**src/rtl/program_sequencer.sv**
```systemverilog
// program_sequencer: PC sequencer with return stack, single-level interrupts and PSR save/restore
module program_sequencer #(
    parameter int                ADDR_W      = 16,
    parameter int                STACK_DEPTH = 8,
    parameter int                IRQ_N       = 4,
    parameter logic [ADDR_W-1:0] RESET_ADDR  = '0,
    parameter logic [ADDR_W-1:0] VEC_BASE    = ADDR_W'(16'h0010),
    parameter int                VEC_STRIDE  = 4
) (
    input  logic                             clock,
    input  logic                             reset,
    input  logic                             step,
    input  logic [2:0]                       op,
    input  logic [ADDR_W-1:0]                target,
    input  logic                             cond,
    input  logic [4:0]                       psr_in,
    input  logic [IRQ_N-1:0]                 irq,
    input  logic [IRQ_N-1:0]                 irq_mask,
    output logic [ADDR_W-1:0]                pc,
    output logic [4:0]                       psr_out,
    output logic                             psr_restore,
    output logic [IRQ_N-1:0]                 irq_ack,
    output logic                             in_isr,
    output logic [$clog2(STACK_DEPTH+1)-1:0] depth,
    output logic                             stack_ovf,
    output logic                             stack_unf
);
    localparam int DW = $clog2(STACK_DEPTH+1);
    localparam int IW = IRQ_N > 1 ? $clog2(IRQ_N) : 1;

    logic [ADDR_W-1:0] stack [STACK_DEPTH];
    logic [ADDR_W-1:0] inc, npc, top, vec, push_val;
    logic [IRQ_N-1:0]  pend;
    logic [IW-1:0]     idx;
    logic [4:0]        saved_psr;
    logic              full, empty, is_call, is_ret, is_reti, take, restore, push_en;

    always_comb begin
        inc     = pc + ADDR_W'(1);
        full    = depth == DW'(STACK_DEPTH);
        empty   = depth == '0;
        is_call = op == 3'b011;
        is_ret  = op == 3'b100 || op == 3'b101;
        is_reti = op == 3'b101;
        top     = stack[0];
        for (int i = 0; i < STACK_DEPTH; i++)
            if (depth == DW'(i + 1)) top = stack[i];
        npc = op == 3'b001 ? target :
              op == 3'b010 ? (cond ? pc + target : inc) :
              op == 3'b110 ? pc :
              is_call      ? target :
              (is_ret && !empty) ? top : inc;
        pend = irq & irq_mask;
        idx  = '0;
        for (int i = IRQ_N - 1; i >= 0; i--)
            if (pend[i]) idx = IW'(i);
        vec      = VEC_BASE + ADDR_W'(idx) * ADDR_W'(VEC_STRIDE);
        take     = step && |pend && !in_isr && !is_call && !is_ret && !full;
        restore  = is_reti && in_isr && !empty;
        push_en  = step && (take || (is_call && !full));
        push_val = take ? npc : inc;
    end

    always_ff @(posedge clock) begin
        for (int i = 0; i < STACK_DEPTH; i++)
            if (push_en && depth == DW'(i)) stack[i] <= push_val;
    end

    always_ff @(posedge clock) begin
        if (reset) begin
            pc          <= RESET_ADDR;
            depth       <= '0;
            in_isr      <= 1'b0;
            stack_ovf   <= 1'b0;
            stack_unf   <= 1'b0;
            irq_ack     <= '0;
            psr_restore <= 1'b0;
            psr_out     <= '0;
            saved_psr   <= '0;
        end else begin
            irq_ack     <= '0;
            psr_restore <= 1'b0;
            if (step) begin
                pc <= take ? vec : npc;
                if (take) begin
                    depth     <= depth + DW'(1);
                    in_isr    <= 1'b1;
                    saved_psr <= psr_in;
                    irq_ack   <= IRQ_N'(1) << idx;
                end else if (is_call) begin
                    if (full) stack_ovf <= 1'b1;
                    else depth <= depth + DW'(1);
                end else if (is_ret) begin
                    if (empty) stack_unf <= 1'b1;
                    else depth <= depth - DW'(1);
                    if (restore) begin
                        in_isr      <= 1'b0;
                        psr_restore <= 1'b1;
                        psr_out     <= saved_psr;
                    end
                end
            end
        end
    end
endmodule

```
**config.mk**
```make
export PLATFORM = sky130hd
export DESIGN_NAME = program_sequencer
export DESIGN_NICKNAME = d
export VERILOG_FILES = /design/src/rtl/program_sequencer.sv
export SDC_FILE = /design/constraint.sdc
export NUM_CORES = 1
export LEC_CHECK = 0
export CAP_MARGIN = 20
export CORE_MARGIN = 4
export CORE_UTILIZATION = 55
export CTS_CLUSTER_DIAMETER = 120
export DETAILED_ROUTE_END_ITERATION = 12
export PLACE_DENSITY = 0.87
export REMOVE_ABC_BUFFERS = 1
export SKIP_CTS_REPAIR_TIMING = 1
export SYNTH_ARGS = -nofsm -noshare
export SYNTH_HDL_FRONTEND = slang
export SYNTH_SLANG_ARGS = --single-unit
```
**constraint.sdc**
```tcl
create_clock -name clock -period 3 [get_ports clock]
set_input_delay 0.3 -clock clock [delete_from_list [all_inputs] [get_ports clock]]
set_output_delay 0.3 -clock clock [all_outputs]
set_load 0.02 [all_outputs]
```
### Word level (Yosys, flattened, before mapping)

Memory sizes are Yosys's and may differ from the RTL's.
Cells that the tools add are included.
W data, S select, Z words.

* flip-flop bits (word level): 38
* latch bits: 0
* RAM bits: 128
* ROM bits: 0
* input port bits: 36
* memories: 1

Memories
* stack: words 8, width 16, read ports 8, clocked after Yosys merged registers in 0, write ports 1, line 31 `logic [ADDR_W-1:0] stack [STACK_DEPTH];`

* add/sub/neg operators: 5
* multipliers: 0
* divide/modulo/power cells: 0
* $lt $le $gt $ge: 0
* equality and inequality tests: 17
* shifts and indexed selects: 1
* mux-type cells: 66
* bitwise logic cells: 5
* reductions and logical operators: 45

Operator list (count)
* $mux W16: 22
* $reduce_or A16 Y1: 7
* $mux W1: 28
* $mux W3: 7
* $mux W4: 5
* $logic_and A1 B1 Y1: 18
* $add A16 B1 Y16 const B: 1
* $add A16 B16 Y16: 1
* $eq A4 B3 Y1 const B: 4
* $reduce_and A4 Y1: 3
* $reduce_and A5 Y1: 2
* $eq A3 B3 Y1 const B: 3
* $eq A4 B2 Y1 const B: 2
* $mux W2: 4
* $add A5 B4 Y6 const A: 1
* $eq A3 B2 Y1 const B: 2
* $logic_not A1 Y1: 5
* $reduce_or A5 Y1: 1
* $add A4 B1 Y4 const B: 1
* $and A4 B4 Y4: 1
* $eq A4 B1 Y1 const B: 1
* $eq A4 B4 Y1 const B: 1
* $logic_not A4 Y1: 1
* $not A1 Y1: 4
* 12 further kinds: 14

### Longest topological paths before layout

Gate-level depths: netlist of the first run.

* word-level depth: 21
* gate-level depth with buffers: 12

### Worst setup path before layout of the first run

OpenSTA, ideal clock, no wires.

* path kind: register to register
* start point: register depth[0]
* end point: memory stack[0][0], enable pin
* arrival time: 2.500 ns
* data required time: 2.612 ns
* slack: 0.112 ns
* cell stages (with the launch flop): 9
* path buffers: 1
* period minus slack after synthesis: 2.888 ns
* cells stage by stage: dfxtp_1 inv_1 ha_1 nand3b_1 and2_1 and3_1 buf_2 o21ai_0 nor2_1

* longest elaborated chain between the ends: 16
* elaborated cells on any way between the ends: 59
* those cells by class: eq/ne: 8; mux: 30; reduce/logical: 21

Ends and longest elaborated chain
* from (decl): line 24 `output logic [$clog2(STACK_DEPTH+1)-1:0] depth,`
* from (signal assigned): line 86 `depth <= depth + DW'(1);`
* from (signal assigned): line 92 `else depth <= depth + DW'(1);`
* from (signal assigned): line 95 `else depth <= depth - DW'(1);`
* $eq A4 B4 Y1: line 40 `full = depth == DW'(STACK_DEPTH);`
* $logic_not A1 Y1: line 58, 60
* $logic_and A1 B1 Y1 (on tied branches): line 58, 60
* $logic_or A1 B1 Y1: line 60 `push_en = step && (take || (is_call && !full));`
* $logic_and A1 B1 Y1: line 60
* $logic_and A1 B1 Y1: line 66 `if (push_en && depth == DW'(i)) stack[i] <= push_val;`
* $mux W1: line 66
* $mux W1 (implied by the code): line 66
* $reduce_or A16 Y1 (no line)
* $mux W3 (no line) / $mux W1 (equally long branches) (7 in series)
* to (decl): line 31

Parallel ways exist; a longest one is shown, timed or not.

### Worst setup path in the final report of the first run

* start point: register depth[0]
* end point: memory stack[0][9] (data pin)

* longest elaborated chain between the ends: 21
* elaborated cells on any way between the ends: 59
* those cells by class: eq/ne: 7; mux: 32; reduce/logical: 20

Ends and longest elaborated chain
* $eq A4 B2 Y1: line 47 `if (depth == DW'(i + 1)) top = stack[i];`
* $mux W16 (7 in series): line 47
* $mux W16: line 52 `(is_ret && !empty) ? top : inc;`
* $mux W16: line 51 `is_call ? target :`
* $mux W16: line 50 `op == 3'b110 ? pc :`
* $mux W16: line 49 `op == 3'b010 ? (cond ? pc + target : inc) :`
* $mux W16: line 48 `npc = op == 3'b001 ? target :`
* $mux W16 (*): line 61 `push_val = take ? npc : inc;`
* named net push_val[9]: line 32 `logic [ADDR_W-1:0] inc, npc, top, vec, push_val;`
* $mux W16 (no line) (6 in series)
* $mux W16 (no line) (*)

Mark *: on every way through the listed nets, which the timed path passes. The rest lies on a longest branch.

==> impl_metrics.toml, run 1 <==
[logic_synthesis]
yosysTopAreaCellShare_pct = 43.2
synth.area.top_cells = "edfxtp_1 (43%), dfxtp_1 (8.6%), o21ai_0 (4.3%)"
synth_commonest_cells = "edfxtp_1 (128), o21ai_0 (77), nand2_1 (73), nor2_1 (68), a21oi_1 (58)"
synth_flop_cell = "edfxtp_1"
synth_area_leader_cell = "edfxtp_1"
yosysMostFrequentCell = "edfxtp_1"
synth_cells = 867
ys_ff_latch = 166
synth_edf_count = 128
async_reset_ff_share_pct = 0
ys_warn_count = 0
syn_avg_cell_area_um2 = 10.3
synthDistinctLibCells = 80
seq_area_frac_synth_pct = 51.8
syn_area_um2 = 8890

[sta]
setup_tns_ns = -0.298
final-hold-violation-count = 0
fin_crit_sh_pct = 101
timing.fmax_mhz = 329
fin_skew_ns = 0.0126
period_minus_slack_ns = 3.04
finalMaxSlewViolations = 0
slew_headroom_pct = 20.9
max_slew.worst_pin.slew_ns = 1.18
finalSetupViolations = 8
timing.final.ws_setup_ns = -0.0384

[floorplan]
dieArea_um2 = 18300
die_y_um = 135
rows = 46
initial_core_util_pct = 56.0
coreArea_um2 = 15900
die_w_um = 135
ios = 69

[worst_setup_path]
crit_type = "flip-flop to flip-flop"
end_kind = "flip-flop"
path_max_fanout = 9
crit_arrival_ns = 3.32
startpoint_type = "flip-flop"
required_ns = 3.28

[outcome]
status = "complete, but fails checks"
violations = "setup timing"

[global_route]
grt_pass1_vias = 7850
antenna_found_initial = 0
grt_start_max_net_pins = 28
grt-ovfl-total = 0
grt_pass1_wl_um = 43400
grt_use_total_pct = 30.8

[flow_run]
maxCapViolations = 0

[drt]
drc_errors = 0
via_per_inst = 6.61
dr.pass1.iters = 6
wl_per_cell_um = 22.7
vias = 8526
ant_nets = 0
routed_wl_um = 29300
first_iter_violations = 1521

[placement]
place_area_um2 = 10800
dp.final_hpwl_um = 20200
portBuffers = 68
gp_congestion = 1.00

[finish]
area_growth_pct = 30.3
insertedDiodeCount = 0
regArea_um2 = 4610
multi_input_area_um2 = 4100
fillers = 1026
layout-drive-gt1-share_pct = 21.7
final_area_um2 = 11600
layout.nets = 1119

[clock_tree]
clock_path_buffers = 2
clock-root-buffer = "clkbuf_16"
clkTransAtPathRegs_ns = 0.07
cts.sink_count = 166
insertion_delay_ns = 0.43
cts_tree = "built"
cts_made_buffers = 17
htreeDepth = 4

[power]
power_leakage_nw = 4.28
pwr_density_cell_nw_per_um2 = 566
fin_total_pwr_mw = 6.55
vdd_drop_max_uv = 397

[min_path]
holdCritPathClass = "primary input to flip-flop"
-- kinds of logic after synthesis --
family / share of synthesized area (%)
AOI/OAI and AO/OA: 21.6
xor gates and xnor gates: 2.17
adders and majority gates: 3.04
buffers and inverters: 3.41
DFF: 51.8
muxes: 2.28
and+or+nand+nor: 15.7
-- sequential cells by signal, indices dropped and copies added, names as in the netlist --
name	count
stack	128
pc	16
psr_out	5
saved_psr	5
depth	4
irq_ack	4
in_isr	1
psr_restore	1
stack_ovf	1
stack_unf	1
-- routing by layer --
metal	share of wire, %	GRT usage (%)
met5	0	0
met3	12	5.24
met1	37	41.5
met4	5.0	15.3
met2	46	48.3
-- path summary, 6_finish.rpt --
path	startpoint	end	slack (ns)	depth (start not counted)
max	depth[0]	stack[0][9]	-0.04	12
min	psr_in[4]	saved_psr[4]	0.41	3
max reg2reg	depth[0]	stack[0][9]	-0.04	12
min reg2reg	saved_psr[4]	saved_psr[4]	0.46	2
-- cells in the final DEF (no fill, tap or decap), drive strengths merged, types with 8 or more instances in the layout --
cell type      instances
nand2                 74
dfxtp                 38
nor2                  68
nor2b                 12
clkbuf                17
edfxtp               128
nand2b                17
a21o                   9
nor3                  23
buf                  163
a21oi                 58
clkdlybuf4s50         68
a211oi                14
nand3                 20
xor2                   8
mux2i                 18
a22oi                 16
o22ai                 26
inv                   17
xnor2                 14
a31oi                 10
o21ai                 84
ha                    20
a221oi                13
-- final cells by class --
| type | count | area share (%) |
|---|---|---|
| flip-flops and latches | 166 | 39.8 |
| multi-input cells | 632 | 35.4 |
| repair buffers | 231 | 16.9 |
| clock buffers | 17 | 3.67 |
| well taps | 216 | 2.33 |
| clock inverters | 14 | 1.50 |
| inverters | 14 | 0.486 |
-- critical path: stages, from the launching register on --
cell	delay, ns
dfxtp_1	0.31
buf_4	0.14
ha_1	0.26
buf_4	0.21
inv_1	0.14
buf_4	0.19
o21ai_0	0.14
a21o_1	0.24
a211oi_1	0.47
a2bb2oi_1	0.30
o32ai_2	0.14
a21oi_1	0.16
buf_4	0.18
-- per-stage QoR --
stage	util [%]	instances	hold WS [ns]	worst slack, ns
2_1_floorplan	-	812	0.369	-0.822
3_3_place_gp	68.1	1252	0.442	-0.404
3_5_place_dp	68.1	1252	0.451	-0.508
4_1_cts	71.8	1283	0.404	-0.237
5_1_grt	72.9	1290	0.406	-0.00788
6_report	72.9	1290	0.414	-0.0384
-- power breakdown --
group	switching [mW]	internal, mW
registers	0.0706	2.59
logic	0.956	0.706
clock network	0.915	1.31
Note: power is estimated with default switching activity, not from simulation.
==> run 2: changes to the inputs <==
clock period = 3.2 ns   (was 3 ns; I/O delays follow)
==> impl_metrics.toml, run 2 (synthesis gave the netlist of run 1 again) <==
[outcome]
status = "completed"

[sta]
slew_headroom_pct = 42.2
timing.final.ws_setup_ns = 0.141
finalSetupViolations = 0
timing.fmax_mhz = 327
fin_skew_ns = 0.0126
fin_crit_sh_pct = 95.6
max_slew.worst_pin.slew_ns = 0.843
rsz0062_at_grt = "no"
period_minus_slack_ns = 3.06
finalMaxSlewViolations = 0
final-hold-violation-count = 0

[drt]
wl_per_cell_um = 21.8
routed_wl_um = 27200
via_per_inst = 6.48
dr.pass1.iters = 6
drc_errors = 0
first_iter_violations = 1240
ant_nets = 0
vias = 8111

[worst_setup_path]
rr_startpoint = "depth[3]"
crit_buf_inv = 2
startpoint_type = "flip-flop"
r2r-end = "stack[1][30]"
reg2reg_depth = 9
cp_slowest_cell = "dfxtp_1"
cpLargestDelayFamily = "flip-flops"
path_max_fanout = 16
worstPathCellList = "buf_4, nand3b_1, buf_4, o22ai_1, nor3_1, o31ai_1, o311ai_1, a41oi_1, mux2i_1"
required_ns = 3.31
crit_type = "flip-flop to flip-flop"
r2r_slack_ns = 0.14
end_kind = "flip-flop"
crit_top_cell = "buf_4"
crit_arrival_ns = 3.17
crit_path_max_incr_delay_ns = 0.70

[clock_tree]
htreeDepth = 4
cts_tree = "built"
cts_made_buffers = 17
clock_path_buffers = 2
clkTransAtPathRegs_ns = 0.07
insertion_delay_ns = 0.43
clock-root-buffer = "clkbuf_16"
cts.sink_count = 166

[global_route]
grt_start_max_net_pins = 29
grt_pass1_wl_um = 42600
grt-ovfl-total = 0
grt_use_total_pct = 30.1
antenna_found_initial = 0
grt_pass1_vias = 7597

[finish]
layout.nets = 1080
multi_input_area_um2 = 4000
largest_register_ffs = 128
fillers = 1096
regArea_um2 = 4600
layout-drive-gt1-share_pct = 17.2
final_area_um2 = 11100
stdcell_count = 1252
area_growth_pct = 25.3
final_cell_mix = "edfxtp_1 (128), buf_4 (118), o21ai_0 (76), nand2_1 (73), clkdlybuf4s50_1 (68)"
insertedDiodeCount = 0
top_register = "stack"
largestRegisters = "stack (128), pc (16)"
final_common_cell = "edfxtp_1"

[placement]
dp.final_hpwl_um = 19900
portBuffers = 68
dp_slack_ns = -0.269
gp_congestion = 0.977
dp_cells = 1219
place_area_um2 = 10600

[min_path]
hp-start = "psr_in[4]"
min_path_cells = 3
hold_end = "saved_psr[4]"
holdCritPathClass = "primary input to flip-flop"

[power]
power_leakage_nw = 4.05
fin_total_pwr_mw = 5.78
vdd_drop_max_uv = 417
pwr_density_cell_nw_per_um2 = 519

[floorplan]
ios = 69
die_w_um = 135
die_y_um = 135
dieArea_um2 = 18300
coreArea_um2 = 15900
rows = 46
initial_core_util_pct = 56.0

[flow_run]
maxCapViolations = 0
## run 2: worst max-delay path by stage
stage	startpoint	cells after the start	to
2_1_floorplan	depth[0]	7	stack[0][0]
4_1_cts	depth[1]	9	stack[0][12]
3_5_place_dp	target[0]	10	stack[0][56]
5_1_grt	depth[1]	10	stack[1][47]
6_report	depth[3]	9	stack[1][30]
3_3_place_gp	target[0]	10	stack[0][44]
## run 2: per-layer routing
layer	share of wire, %	up-vias	track usage, %	routed length, µm
met1	39	3816	41.3	10700
li1	-	3657	-	-
met3	10	69	5.79	2730
met5	0	-	0	0
met2	47	569	47.8	12800
met4	3.6	0	11.3	976
## run 2: report_power, final
| part | switching, mW | internal [mW] |
|---|---|---|
| combinational | 0.834 | 0.586 |
| sequential | 0.0646 | 2.43 |
| clock | 0.876 | 0.995 |
## run 2: layout make-up
cell class | instances | area share, %
flip-flops and latches | 166 | 41.3
clock buffers | 18 | 3.85
inverters | 14 | 0.472
multi-input cells | 632 | 35.9
clock inverters | 14 | 0.899
repair buffers | 192 | 15.1
well taps | 216 | 2.43
## run 2: worst reg2reg max path, delay by kind of cell, from the launching register on
| kind | cells | cell delay, ns |
|---|---|---|
| buffers and inverters | 2 | 0.49 |
| AND/OR/NAND/NOR | 2 | 0.47 |
| multiplexers | 1 | 0.69 |
| flip-flops | 1 | 0.70 |
| AO/OA/AOI/OAI | 4 | 0.39 |
## run 2: through the flow
| stage | TNS (ns) | utilization [%] | hold slack, ns |
|---|---|---|---|
| finish | 0 | 70.1 | 0.442 |
| global route | 0 | 70.1 | 0.456 |
| CTS | 0 | 69.9 | 0.428 |
| detailed placement | -5.73 | 66.6 | 0.448 |
| global placement | -3.95 | 66.5 | 0.441 |
| floorplan | -67.73 | - | 0.389 |
==> run 3: changes to the inputs <==
clock period = 3.3 ns   (was 3.2 ns; I/O delays follow)
==> impl_metrics.toml, run 3 (synthesis gave the netlist of run 1 again) <==
[drt]
drc_errors = 0
ant_nets = 0
wl_met2_um = 13800
first_iter_violations = 1412
via_per_inst = 6.82
dr.pass1.iters = 6
routed_wl_um = 29400
wl_per_cell_um = 23.9
drt-met1-wl_um = 10700
vias = 8383
detailroute.wirelength.met3_um = 3230
highest_layer = "met4"

[sta]
slew_headroom_pct = 30.6
finalSetupViolations = 0
timing.final.ws_setup_ns = 0.0898
timing.fmax_mhz = 312
fin_crit_sh_pct = 97.3
finalMaxSlewViolations = 0
fin_skew_ns = 0.0114
rsz0062_at_grt = "no"
period_minus_slack_ns = 3.21
final-hold-violation-count = 0
max_slew.worst_pin.slew_ns = 1.03

[global_route]
grt_start_max_net_pins = 24
grt_pass1_vias = 8114
antenna_found_initial = 0
grt_pass1_wl_um = 44300
grt_use_total_pct = 31.8
grt-ovfl-total = 0

[finish]
fillers = 1116
final_area_um2 = 11100
final_common_cell = "edfxtp_1"
largest_register_ffs = 128
insertedDiodeCount = 0
top_register = "stack"
largestRegisters = "stack (128), pc (16)"
final_cell_mix = "edfxtp_1 (128), buf_4 (97), o21ai_0 (75), nand2_1 (73)"
multi_input_area_um2 = 4020
layout-drive-gt1-share_pct = 15.7
layout.nets = 1060
area_growth_pct = 24.4
regArea_um2 = 4600

[floorplan]
die_w_um = 135
rows = 46
coreArea_um2 = 15900
die_y_um = 135
ios = 69
dieArea_um2 = 18300
initial_core_util_pct = 56.0

[flow_run]
maxCapViolations = 0

[worst_setup_path]
required_ns = 3.44
crit_arrival_ns = 3.35
crit_type = "flip-flop to flip-flop"
path_max_fanout = 11
startpoint_type = "flip-flop"
end_kind = "flip-flop"

[placement]
dp_slack_ns = -0.272
portBuffers = 68
dp.final_hpwl_um = 20500
place_area_um2 = 10500
gp_congestion = 0.997

[power]
pwr_density_cell_nw_per_um2 = 519
fin_total_pwr_mw = 5.74
vdd_drop_max_uv = 434
power_leakage_nw = 3.98

[clock_tree]
clock_path_buffers = 2
cts_tree = "built"
cts.sink_count = 166
htreeDepth = 4
clock-root-buffer = "clkbuf_16"
clkTransAtPathRegs_ns = 0.06
insertion_delay_ns = 0.44
cts_made_buffers = 17

[min_path]
holdCritPathClass = "primary input to flip-flop"

[outcome]
status = "completed"
==> run 3: worst paths after layout <==
path / startpoint / endpoint / slack (ns) / cells past startpoint
worst max-delay path: depth[1] / stack[0][62] / 0.09 / 8
worst min-delay path: psr_in[4] / saved_psr[4] / 0.44 / 3
worst max register to register: depth[1] / stack[0][62] / 0.09 / 8
worst min register to register: saved_psr[4] / saved_psr[4] / 0.45 / 2
==> run 3: per-stage QoR <==
step / hold slack (ns) / TNS, ns / utilization (%) / cells
after floorplan: 0.399 / -51.82 / - / 812
after global placement: 0.441 / -1.69 / 65.8 / 1200
after detailed placement: 0.446 / -6.54 / 65.8 / 1200
after CTS: 0.428 / -0.544 / 69.4 / 1229
after global routing: 0.452 / 0 / 69.6 / 1229
final: 0.441 / 0 / 69.6 / 1229
==> run 3: report_power, final <==
group	internal [mW]	switching (mW)	total (mW)
Clock	1.10	0.822	1.92
Sequential	2.35	0.0711	2.43
Combinational	0.556	0.836	1.39
==> run 3: worst max-delay path, cell delays in order, from the launching register on <==
cell,delay [ns]
dfxtp_1,0.45
ha_1,0.42
or3b_1,0.60
o22ai_1,0.24
a21oi_1,0.09
o31ai_1,0.39
o311ai_1,0.17
a41oi_1,0.33
mux2i_2,0.23
==> run 3: layout make-up <==
| cell class | instances | area share [%] |
|---|---|---|
| flip-flops and latches | 166 | 41.6 |
| clock inverters | 12 | 1.21 |
| clock buffers | 17 | 3.85 |
| multi-input cells | 632 | 36.4 |
| repair buffers | 172 | 14.0 |
| inverters | 14 | 0.475 |
| well taps | 216 | 2.44 |
==> run 3: metal layers <==
layer / global-route usage, % / up-vias
met3: 5.53 / 154
met4: 18.4 / 0
met5: 0 / -
met1: 39.7 / 3947
li1: - / 3606
met2: 52.3 / 676
